File: src/rtl/quad_decoder_counter_if.sv
// Purpose : bundles encoder pins, control strobes and position outputs of the quadrature decoder.
// Latency : none (wiring only).
// Backpressure: none; encoder pins are free-running and the outputs are level/pulse signals.
// Ports   : enc_a/enc_b/enc_z async phases; idx_clr_en, clr, err_clr controls;
//           pos, dir, step, err status. master = driver of the pins, slave = decoder.
interface quad_decoder_counter_if #(
  parameter int WIDTH = 16
);
  logic             enc_a;
  logic             enc_b;
  logic             enc_z;
  logic             idx_clr_en;
  logic             clr;
  logic             err_clr;
  logic [WIDTH-1:0] pos;
  logic             dir;
  logic             step;
  logic             err;

  modport master (
    output enc_a, enc_b, enc_z, idx_clr_en, clr, err_clr,
    input  pos, dir, step, err
  );

  modport slave (
    input  enc_a, enc_b, enc_z, idx_clr_en, clr, err_clr,
    output pos, dir, step, err
  );
endinterface

File: src/rtl/quad_decoder_counter.sv
// Purpose : 4x quadrature decoder (A/B + index Z) with synchronizer, glitch filter and wrapping position counter.
// Latency : encoder edge to pos/step = SYNC_STAGES + FILT_CYCLES + 1 clk edges.
// Backpressure: none; every legal step is counted, illegal double-bit transitions set sticky err.
// Ports   : clk, rst_n (async active-low); bus (slave modport) carries encoder pins,
//           idx_clr_en/clr/err_clr controls and pos/dir/step/err outputs.
module quad_decoder_counter #(
  parameter int WIDTH       = 16,
  parameter int SYNC_STAGES = 2,
  parameter int FILT_CYCLES = 2
) (
  input  logic                        clk,
  input  logic                        rst_n,
  quad_decoder_counter_if.slave       bus
);

  localparam int CW = (FILT_CYCLES > 1) ? $clog2(FILT_CYCLES) : 1;
  localparam logic [CW-1:0] FILT_LAST = CW'(FILT_CYCLES - 1);
  localparam logic [CW-1:0] FILT_ONE  = CW'(1);
  // Decoding stays disabled until the reset values flushed out of the
  // sync/filter chain have been replaced by the real pin levels; otherwise an
  // encoder resting at 11 would look like an illegal 00->11 jump.
  localparam int SETTLE = SYNC_STAGES + FILT_CYCLES + 1;
  localparam int SW     = $clog2(SETTLE + 1);
  localparam logic [SW-1:0] SETTLE_V = SW'(SETTLE);
  localparam logic [SW-1:0] SET_ONE  = SW'(1);

  // Bit order everywhere: [2]=A, [1]=B, [0]=Z.
  logic [SYNC_STAGES-1:0][2:0] sync_q;
  logic [2:0]                  synced;
  logic [2:0]                  filt_q, filt_d;
  logic [2:0][CW-1:0]          fcnt_q, fcnt_d;
  logic [SW-1:0]               settle_q, settle_d;
  logic                        init;
  logic [1:0]                  prev_ab_q;
  logic                        z_prev_q;
  logic [WIDTH-1:0]            pos_q, pos_d;
  logic                        dir_q, dir_d;
  logic                        step_q, step_d;
  logic                        err_q, err_d;
  logic                        up, down, illegal, idx_hit;
  logic [1:0]                  ph_diff;

  // Gray sequence 00->10->11->01 mapped onto an incrementing phase.
  function automatic logic [1:0] ab2ph(input logic [1:0] ab);
    case (ab)
      2'b00:   return 2'd0;
      2'b10:   return 2'd1;
      2'b11:   return 2'd2;
      default: return 2'd3;
    endcase
  endfunction

  assign synced = sync_q[SYNC_STAGES-1];
  assign init   = (settle_q == SETTLE_V);

  always_comb begin
    for (int i = 0; i < 3; i++) begin
      filt_d[i] = filt_q[i];
      fcnt_d[i] = '0;
      if (synced[i] != filt_q[i]) begin
        if (fcnt_q[i] == FILT_LAST) filt_d[i] = synced[i];
        else                        fcnt_d[i] = fcnt_q[i] + FILT_ONE;
      end
    end
  end

  always_comb begin
    settle_d = init ? settle_q : settle_q + SET_ONE;
    ph_diff  = ab2ph(filt_q[2:1]) - ab2ph(prev_ab_q);
    up       = init && (ph_diff == 2'd1);
    down     = init && (ph_diff == 2'd3);
    illegal  = init && (ph_diff == 2'd2);
    idx_hit  = init && bus.idx_clr_en && filt_q[0] && !z_prev_q;

    pos_d  = pos_q;
    dir_d  = dir_q;
    step_d = 1'b0;
    err_d  = err_q;

    if (up)   dir_d = 1'b1;
    if (down) dir_d = 1'b0;

    // Clears take the position and suppress the step pulse, but direction still follows.
    if (bus.clr || idx_hit) begin
      pos_d = '0;
    end else if (up) begin
      pos_d  = pos_q + WIDTH'(1);
      step_d = 1'b1;
    end else if (down) begin
      pos_d  = pos_q - WIDTH'(1);
      step_d = 1'b1;
    end

    if (illegal)          err_d = 1'b1;
    else if (bus.err_clr) err_d = 1'b0;
  end

  always_ff @(posedge clk or negedge rst_n) begin
    if (!rst_n) begin
      sync_q    <= '0;
      filt_q    <= '0;
      fcnt_q    <= '0;
      settle_q  <= '0;
      prev_ab_q <= '0;
      z_prev_q  <= 1'b0;
      pos_q     <= '0;
      dir_q     <= 1'b1;
      step_q    <= 1'b0;
      err_q     <= 1'b0;
    end else begin
      sync_q[0] <= {bus.enc_a, bus.enc_b, bus.enc_z};
      for (int s = 1; s < SYNC_STAGES; s++) sync_q[s] <= sync_q[s-1];
      filt_q    <= filt_d;
      fcnt_q    <= fcnt_d;
      settle_q  <= settle_d;
      prev_ab_q <= filt_q[2:1];
      z_prev_q  <= filt_q[0];
      pos_q     <= pos_d;
      dir_q     <= dir_d;
      step_q    <= step_d;
      err_q     <= err_d;
    end
  end

  assign bus.pos  = pos_q;
  assign bus.dir  = dir_q;
  assign bus.step = step_q;
  assign bus.err  = err_q;

endmodule
File: src/flat_wrapper.sv
// flat-port wrapper written by rule: the top's interface ports become plain ports
module quad_decoder_counter_flat 
#(
  parameter int WIDTH       = 16,
  parameter int SYNC_STAGES = 2,
  parameter int FILT_CYCLES = 2
)
  (clk, rst_n, bus_enc_a, bus_enc_b, bus_enc_z, bus_idx_clr_en, bus_clr, bus_err_clr, bus_pos, bus_dir, bus_step, bus_err);
  quad_decoder_counter_if #(.WIDTH(WIDTH)) bus_i ();
  input  logic clk;
  input  logic rst_n;
  input wire logic [$bits(bus_i.enc_a)-1:0] bus_enc_a;
  input wire logic [$bits(bus_i.enc_b)-1:0] bus_enc_b;
  input wire logic [$bits(bus_i.enc_z)-1:0] bus_enc_z;
  input wire logic [$bits(bus_i.idx_clr_en)-1:0] bus_idx_clr_en;
  input wire logic [$bits(bus_i.clr)-1:0] bus_clr;
  input wire logic [$bits(bus_i.err_clr)-1:0] bus_err_clr;
  output wire logic [$bits(bus_i.pos)-1:0] bus_pos;
  output wire logic [$bits(bus_i.dir)-1:0] bus_dir;
  output wire logic [$bits(bus_i.step)-1:0] bus_step;
  output wire logic [$bits(bus_i.err)-1:0] bus_err;
  assign bus_i.enc_a = bus_enc_a;
  assign bus_i.enc_b = bus_enc_b;
  assign bus_i.enc_z = bus_enc_z;
  assign bus_i.idx_clr_en = bus_idx_clr_en;
  assign bus_i.clr = bus_clr;
  assign bus_i.err_clr = bus_err_clr;
  assign bus_pos = bus_i.pos;
  assign bus_dir = bus_i.dir;
  assign bus_step = bus_i.step;
  assign bus_err = bus_i.err;
  quad_decoder_counter #(.WIDTH(WIDTH), .SYNC_STAGES(SYNC_STAGES), .FILT_CYCLES(FILT_CYCLES)) u_core (.clk(clk), .rst_n(rst_n), .bus(bus_i));
endmodule
File: config.mk
export PLATFORM = sky130hd
export DESIGN_NAME = quad_decoder_counter_flat
export DESIGN_NICKNAME = d
export VERILOG_FILES = /design/src/rtl/quad_decoder_counter_if.sv /design/src/rtl/quad_decoder_counter.sv /design/src/flat_wrapper.sv
export SDC_FILE = /design/constraint.sdc
export NUM_CORES = 1
export LEC_CHECK = 0
export BUFFER_PORTS_ARGS = -buffer_cell sky130_fd_sc_hd__buf_2
export CAP_MARGIN = 30
export CORE_AREA = 2 2 73 75
export CTS_CLUSTER_DIAMETER = 120
export DETAILED_ROUTE_END_ITERATION = 12
export DIE_AREA = 0 0 75 77
export GPL_TIMING_DRIVEN = 0
export PLACE_DENSITY = 0.73
export SYNTH_ARGS = -nofsm -noshare
export SYNTH_HDL_FRONTEND = slang
export SYNTH_SLANG_ARGS = --single-unit
File: constraint.sdc
create_clock -name clk -period 9.72 [get_ports clk]
set_clock_uncertainty 0.1 [all_clocks]
set_input_delay 0.972 -clock clk [delete_from_list [all_inputs] [get_ports clk]]
set_output_delay 0.972 -clock clk [all_outputs]
set_load 0.02 [all_outputs]
Yosys cells after proc, flatten, opt, wreduce, memory -nomap -nowiden

Index checks and enable logic that the tools add are counted.

Bits in registers: 37
Output and inout bits: 19

Add/subtract/negate cells: 7
Eq/ne operators: 11
Mux-type cells: 18
Reduce and logical (&&, ||, !) cells: 16

Operator list:

| operator              | number |
|---|---|
| $mux 16               | 3 |
| $add 16x1->16 const B | 1 |
| $sub 16x1->16 const B | 1 |
| $mux 1                | 13 |
| $eq 2x2->1 const B    | 6 |
| $pmux 2 s3            | 2 |
| $logic_and 1x1->1     | 6 |
| $reduce_and 2->1      | 3 |
| $logic_not 2->1       | 2 |
| $reduce_bool 2->1     | 2 |
| $add 1x1->1 const B   | 3 |
| $add 3x1->3 const B   | 1 |
| $eq 3x3->1 const B    | 1 |
| $ne 1x1->1            | 3 |
| $reduce_bool 3->1     | 1 |
| $eq 2x1->1 const B    | 1 |
| $sub 2x2->2           | 1 |
| $logic_not 1->1       | 1 |
| $logic_or 1x1->1      | 1 |

Logic depth before layout (Yosys ltp)

Gate-level depths: netlist (run 1).

Depth after elaboration: 8
Gate-level depth with buffers: 14
Mapped depth without buffers: 13

Worst setup path after synthesis (run 1)

No wires, ideal clock.

Kind: register to register
Start: register u_core.filt_q[1]
End: register u_core.pos_q[10], in the netlist u_core.bus.pos[10]
Setup time: 0.094 ns
Arrival: 3.096 ns
Required time: 9.526 ns
Path slack: 6.430 ns
Stages on the path, launching flop included: 13
Path buffers: 1
Period minus slack after synthesis: 3.290 ns
Cells stage by stage: dfrtp_1 > ha_1 > ha_1 > or2_0 > buf_2 > or2_4 > ha_1 > a21o_1 > a31o_2 > o21ai_1 > a21oi_1 > xnor2_1 > a211oi_1

Word-level cells in the longest chain between the ends: 7
Elaborated cells on any way between the ends: 12
Those cells by class: add/sub (1); eq/ne (4); mux (3); reduce/logical (4)

Ends and longest elaborated chain:

| item                                          | RTL line                    | source |
|---|---|---|
| start: declaration                            | quad_decoder_counter.sv:30  | `logic [2:0] filt_q, filt_d;` |
| start signal: assignment                      | quad_decoder_counter.sv:113 | `filt_q <= filt_d;` |
| $eq 2x2->1 or $logic_not 2->1 (tied branches) | quad_decoder_counter.sv:45  | `case (ab)` |
| $pmux 2 s3 *                                  | quad_decoder_counter.sv:45  |  |
| $sub 2x2->2 *                                 | quad_decoder_counter.sv:69  | `ph_diff = ab2ph(filt_q[2:1]) - ab2ph(prev_ab_q);` |
| $eq 2x1->1                                    | quad_decoder_counter.sv:70  | `up = init && (ph_diff == 2'd1);` |
| $logic_and 1x1->1                             | quad_decoder_counter.sv:70  |  |
| $mux 16                                       | quad_decoder_counter.sv:86  | `end else if (up) begin` |
| $mux 16                                       | quad_decoder_counter.sv:84  | `if (bus.clr \|\| idx_hit) begin` |
| end signal: assignment                        | quad_decoder_counter.sv:118 | `pos_q <= pos_d;` |
| end: declaration                              | quad_decoder_counter.sv:36  | `logic [WIDTH-1:0] pos_q, pos_d;` |

Every way passes the cells marked *; elsewhere a longest branch is shown, timed or not.
A chain may end at the register's enable or synchronous reset.

Worst setup path in the final report (run 1)

Start: register u_core.filt_q[2]
End: register u_core.pos_q[15], in the netlist u_core.bus.pos[15]

The elaborated chain is that of the path after synthesis.

==> results of run 1 <==
## placed cells by master, fill, tap and decap left out, types with 2 or more instances in the layout
cell	count
dfrtp_1	36
nand2_1	32
buf_2	28
ha_1	24
a21oi_1	20
nor2_1	16
xnor2_1	15
a21o_1	7
inv_1	6
a31oi_1	5
clkbuf_8	5
nand4_1	4
o21ai_0	4
xor2_1	3
nor3_1	3
o211ai_1	3
clkbuf_1	3
and2_1	3
mux2i_1	3
nand3_1	2
o21ai_1	2
o22ai_1	2
mux2_2	2
a211oi_1	2
a21boi_0	2
## stage by stage
stage / instance area [sq um] / util (%) / cells / setup WS, ps / hold WS (ps)
global route: 2479 / 49.80 / 321 / 5837 / 264.5
CTS: 2479 / 49.80 / 321 / 6058 / 253.0
floorplan: 2150 / - / 217 / 6430 / 231.2
detailed placement: 2367 / 47.56 / 313 / 6064 / 235.6
finish: 2479 / 49.80 / 321 / 6095 / 250.8
global placement: 2367 / 47.56 / 313 / 6112 / 233.3
## cells in the mapped netlist, types with 3 or more instances
| cell type | count |
|---|---|
| xor2_1 | 3 |
| mux2i_1 | 3 |
| nor2_1 | 16 |
| xnor2_1 | 15 |
| inv_1 | 6 |
| a31oi_1 | 5 |
| dfrtp_1 | 36 |
| a21o_1 | 7 |
| and2_1 | 3 |
| o211ai_1 | 3 |
| ha_1 | 24 |
| nor3_1 | 3 |
| nand2_1 | 32 |
| o21ai_0 | 4 |
| nand4_1 | 4 |
| a21oi_1 | 20 |
## registers in the layout, summed over array words and instances, names as in the netlist
name / count
u_core.bus.dir: 1
u_core.bus.err: 1
u_core.bus.pos: 16
u_core.bus.step: 1
u_core.fcnt_q: 3
u_core.filt_q: 3
u_core.prev_ab_q: 2
u_core.settle_q: 3
u_core.sync_q: 3
u_core.synced: 3
u_core.z_prev_q: 1
## routing by layer
layer | vias to the layer above | wire (um) | global-route usage, %
met2 | 28 | 1938 | 25.00
met4 | 0 | 80 | 6.607
met1 | 789 | 2107 | 22.92
met3 | 6 | 163 | 4.336
li1 | 827 | - | -
met5 | - | 0 | 0
## area by class of cell
cell class	instances	area, sq um
Buffer	4	17.52
Clock buffer	6	72.57
Clock inverter	2	38.79
Fill cell	468	2499
Inverter	6	22.52
Multi-Input combinational cell	170	1182
Sequential cell	37	927.1
Tap cell	70	87.58
Timing Repair Buffer	26	130.1
## path summary, 6_finish.rpt
path | start | end | slack [ps] | cells after the start
worst max-delay path | u_core.filt_q[2]$_DFFE_PN0P_ | u_core.bus.pos[15]$_DFFE_PN0P_ | 6100 | 13
worst min-delay path | u_core.sync_q[2]$_DFF_PN0_ | u_core.synced[2]$_DFF_PN0_ | 250 | 0
worst max register to register | u_core.filt_q[2]$_DFFE_PN0P_ | u_core.bus.pos[15]$_DFFE_PN0P_ | 6100 | 13
worst min register to register | u_core.sync_q[2]$_DFF_PN0_ | u_core.synced[2]$_DFF_PN0_ | 250 | 0
max in group asynchronous | rst_n | u_core.bus.pos[11]$_DFFE_PN0P_ | 8320 | 1
min in group asynchronous | rst_n | u_core.bus.pos[3]$_DFFE_PN0P_ | 680 | 1
## kinds of logic after synthesis
group                    count (synthesis)  synth area share, %
buffers and inverters                   10                1.863
AO/OA/AOI/OAI                           53                15.83
XOR/XNOR                                18                7.335
multiplexers                             5                2.445
adder cells (fa/ha/maj)                 25                14.90
flip-flops                              37                43.13
AND/OR/NAND/NOR                         69                14.50
==> results.md, run 1 <==
* Syn Area/Cell at 9.906 sq um
* CP max FO at 20
* Row Count at 26
* Setup CP Type: flip-flop to flip-flop
* Share of post-route cells with drive strength above 1 at 17.53%
* Min cycle time layout at 3625 ps
* Routed len/inst at 13.36 um
* Yosys warnings at 0
* I/O pin count at 27
* RSZ-0062 raised after global routing: no
* Startpoint Class: flip-flop
* Top_reg_cell synth: dfrtp_1
* Synth async-reset ratio at 100.0%
* DR DRC count at 0
* Post-CTS Setup Inserts at 0
* Slew headroom at 44.09%
* CTS HTree Levels at 2
* CORE AREA at 0.004977 sq mm
* Root buffer cell: clkbuf_8
* Slew Viols, Final at 0
* Die area at 0.005775 sq mm
* Total gr overflow at 0
* Drt pass-1 iters at 6
* Worst EP required at 9840 ps
* Worst Path Buf+Inv at 2
* Ranking of synthesized cells by area: dfrtp_1, ha_1, xnor2_1
* Number of diodes at 0
* Cell area after synthesis at 0.002150 sq mm
* Max incr delay on CP at 420 ps
* Worst EP arrival at 3740 ps
* Class of the worst hold path: flip-flop to flip-flop
* Final WL at 4290 um
* Syn_nets at 250
* Top cell type by total area after synthesis: dfrtp_1
* Worst-Skew Late Latency at 300 ps
* Crit path max-delay family: adder cells
* Hold_buf cts at 0
* Status: completed
* Nets at 283
* Critical-path top delay cell: dfrtp_1
* Clk buf depth at 2
* RePlAce Congestion at 0.8511
* Final hold violations at 0
* Vias in the first global route at 1595
* Fin crit share at 37.29%
* Area delta synth->final at 15.31%
* Initial antenna violation count at 0
* Crit-path most repeated cell: ha_1
* CP Capture Type: flip-flop
* First-pass GRT wire length at 7403 um
* Vias at 1650
* Number of CTS-inserted buffers at 5
* Post-synth EDFFs at 0
* Synth top area share at 41.91%
* Total track usage at 16.74%
* Setup tns final at 0 ps
* Yosys reg bits at 37
* Fmax at 275.9 MHz
* Number of distinct library cells after synthesis at 41
* Remaining antenna violation count at 0
* Slew at the pin closest to its max-slew limit at 838.6 ps
* Final setup viols at 0
* 1st-iter DRT viols at 97
* Detailed placer's ending HPWL at 3018 um
* CTS resizes at 0
* Die Ht at 77 um
* CTS tree: built
* CP cell instances: inv_1 > ha_1 > ha_1 > or2_0 > buf_2 > or2_4 > ha_1 > a21oi_1 > o211ai_2 > a31oi_1 > o21ai_1 > mux2i_1 > mux2i_1
* Post-synthesis sequential area ratio at 43.13%
* PortBufs at 26
* Via density at 5.140
* Clk sinks at 37
* Die Wd at 75 um
* Largest net degree at the start of global routing at 38
* Max-cap viol count at 0
* Clock-pin slew on the worst setup and hold paths at 70 ps
* Gate Count Post-Synth at 217
* Initial Utilization at 43.19%
Power of run 1 is left out: the tool's default activity adds up to more than one toggle a clock period on the data nets, which glitch-free logic cannot reach.
==> run 2: changes to the inputs <==
==> constraint.sdc (replaced) <==
create_clock -name clk -period 3.59 [get_ports clk]
set_clock_uncertainty 0.1 [all_clocks]
set_input_delay 0.359 -clock clk [delete_from_list [all_inputs] [get_ports clk]]
set_output_delay 0.359 -clock clk [all_outputs]
set_load 0.02 [all_outputs]
==> run 2 against run 1 <==
Effect of this change: clock-buffer cell count stayed put; sequential share of layout area down 1.5 points; first-iteration DRC count up 2.1%; critical path depth down 1; flip-flop and latch count did not move; setup slack worse by 5900 ps; hold slack got worse by 190 ps; non-clock buffer count increased by 2; register-to-register slack worse by 5900 ps; largest cell class unchanged; highest routed layer unchanged.
==> results.md, run 2 (same netlist as run 1, synthesis figures left out) <==
* Routed len/inst at 14.21 um (+6.3%)
* 1st-iter DRT viols at 99 (+2.1%)
* Slew Viols, Final at 0 (unchanged)
* PortBufs at 26 (unchanged)
* Final hold violations at 0 (unchanged)
* Setup tns final at 0 ps (unchanged)
* Drt pass-1 iters at 7 (+1)
* Initial Utilization at 43.19% (unchanged)
* CP Capture Type: flip-flop
* Worst EP required at 3670 ps (-6170 ps)
* Final setup viols at 0 (unchanged)
* Number of diodes at 0 (unchanged)
* Clk buf depth at 2 (unchanged)
* Clk sinks at 37 (unchanged)
* Area delta synth->final at 20.14%
* Min cycle time layout at 3434 ps (-190.8 ps)
* Clock-pin slew on the worst setup and hold paths at 80 ps (about the same)
* Max reg flops at 16 (unchanged)
* Detailed placer's ending HPWL at 3018 um (unchanged)
* Status: completed
* Setup CP Type: flip-flop to flip-flop
* Total gr overflow at 0 (unchanged)
* Root buffer cell: clkbuf_8
* R2R Path Start: u_core.filt_q[1]$_DFFE_PN0P_
* Flop-to-flop setup slack at 160 ps (-5940 ps)
* Die Wd at 75 um (unchanged)
* Class of the worst hold path: primary input to async pin
* Worst-Skew Late Latency at 300 ps (about the same)
* Crit path launch: u_core.filt_q[1]$_DFFE_PN0P_
* Via density at 5.228 (+1.7%)
* Total track usage at 16.77% (+0.027 points)
* Initial antenna violation count at 0 (unchanged)
* I/O pin count at 27 (unchanged)
* Largest net degree at the start of global routing at 38 (unchanged)
* First-pass GRT wire length at 7431 um (+0.38%)
* CTS HTree Levels at 2 (unchanged)
* Commonest cells after routing, fill and taps aside: dfrtp_1, nand2_1, buf_2
* Final WL at 4619 um (+7.7%)
* Row Count at 26 (unchanged)
* CTS tree: built
* Share of post-route cells with drive strength above 1 at 23.14% (+5.6 points)
* CP max FO at 9 (-55%)
* RePlAce Congestion at 0.8511 (unchanged)
* Vias at 1699 (+3.0%)
* Worst r2r path cells at 12 (-1)
* Commonest non-fill, non-tap cell in the layout: dfrtp_1
* DR DRC count at 0 (unchanged)
* Startpoint Class: flip-flop
* Slew at the pin closest to its max-slew limit at 840.2 ps (+1.545 ps)
* Fmax at 291.2 MHz (+5.6%)
* Max-cap viol count at 0 (unchanged)
* Slew headroom at 43.99% (-0.10 points)
* Die Ht at 77 um (unchanged)
* Crit Reg-Reg Endpoint: u_core.bus.pos[13]$_DFFE_PN0P_
* Worst EP arrival at 3520 ps (-220 ps)
* Nets at 287 (+1.4%)
* Number of CTS-inserted buffers at 5 (unchanged)
* CORE AREA at 0.004977 sq mm (unchanged)
* Fin crit share at 95.65% (+58 points)
* Remaining antenna violation count at 0 (unchanged)
* Die area at 0.005775 sq mm (unchanged)
* Vias in the first global route at 1611 (+1.0%)
* RSZ-0062 raised after global routing: no
## run 2: what timing repair did
item	CTS	global route
hold buffers	0	0
buffers inserted	0	2
resized for setup	5	9
cloned	0	2
pin swaps	1	1
setup endpoints to repair	5	6
## run 2: how the worst max path moves through the flow
stage | slack, ps | end | cells past startpoint
detailed placement | -70 | u_core.bus.pos[15]$_DFFE_PN0P_ | 13
global placement | -20 | u_core.bus.pos[15]$_DFFE_PN0P_ | 13
floorplan | 300 | u_core.bus.pos[10]$_DFFE_PN0P_ | 12
finish | 160 | u_core.bus.pos[13]$_DFFE_PN0P_ | 12
global route | 10 | u_core.bus.pos[13]$_DFFE_PN0P_ | 12
CTS | 10 | u_core.bus.pos[15]$_DFFE_PN0P_ | 13
## run 2: metrics by stage
step / std cells / cell area (sq um) / utilization [%] / worst slack, ps / hold WS [ps]
2_1_floorplan: 217 / 2150 / - / 300.0 / -36.59
3_3_place_gp: 313 / 2367 / 47.56 / -18.17 / 233.3
3_5_place_dp: 313 / 2367 / 47.56 / -66.34 / 235.6
4_1_cts: 321 / 2517 / 50.58 / 11.16 / 58.29
5_1_grt: 325 / 2582 / 51.89 / 11.26 / 54.22
6_report: 325 / 2582 / 51.89 / 156.2 / 61.79
## run 2: critical path, cell delays in order, from the launching register on
cell,delay [ps]
dfrtp_2,430
ha_1,290
ha_1,320
or2_0,210
buf_2,170
or2_4,280
ha_1,320
a211oi_2,280
o211ai_2,150
and2_0,160
o311a_1,360
mux2i_1,170
nand2_1,70
## run 2: layer usage
layer	vias to the layer above	track usage, %	wire length (um)
li1	836	-	-
met1	825	22.84	2134
met2	33	25.00	2208
met3	5	4.468	203
met4	0	6.786	74
met5	-	0	0
## run 2: layout make-up
| cell class | count | area, sq um |
|---|---|---|
| plain buffers | 4 | 17.52 |
| fillers | 451 | 2395 |
| flip-flops and latches | 37 | 928.4 |
| multi-input cells | 172 | 1270 |
| inverters | 6 | 22.52 |
| well taps | 70 | 87.58 |
| repair buffers | 28 | 145.1 |
| clock inverters | 2 | 38.79 |
| clock buffers | 6 | 72.57 |
Power of run 2 is left out for the same reason.
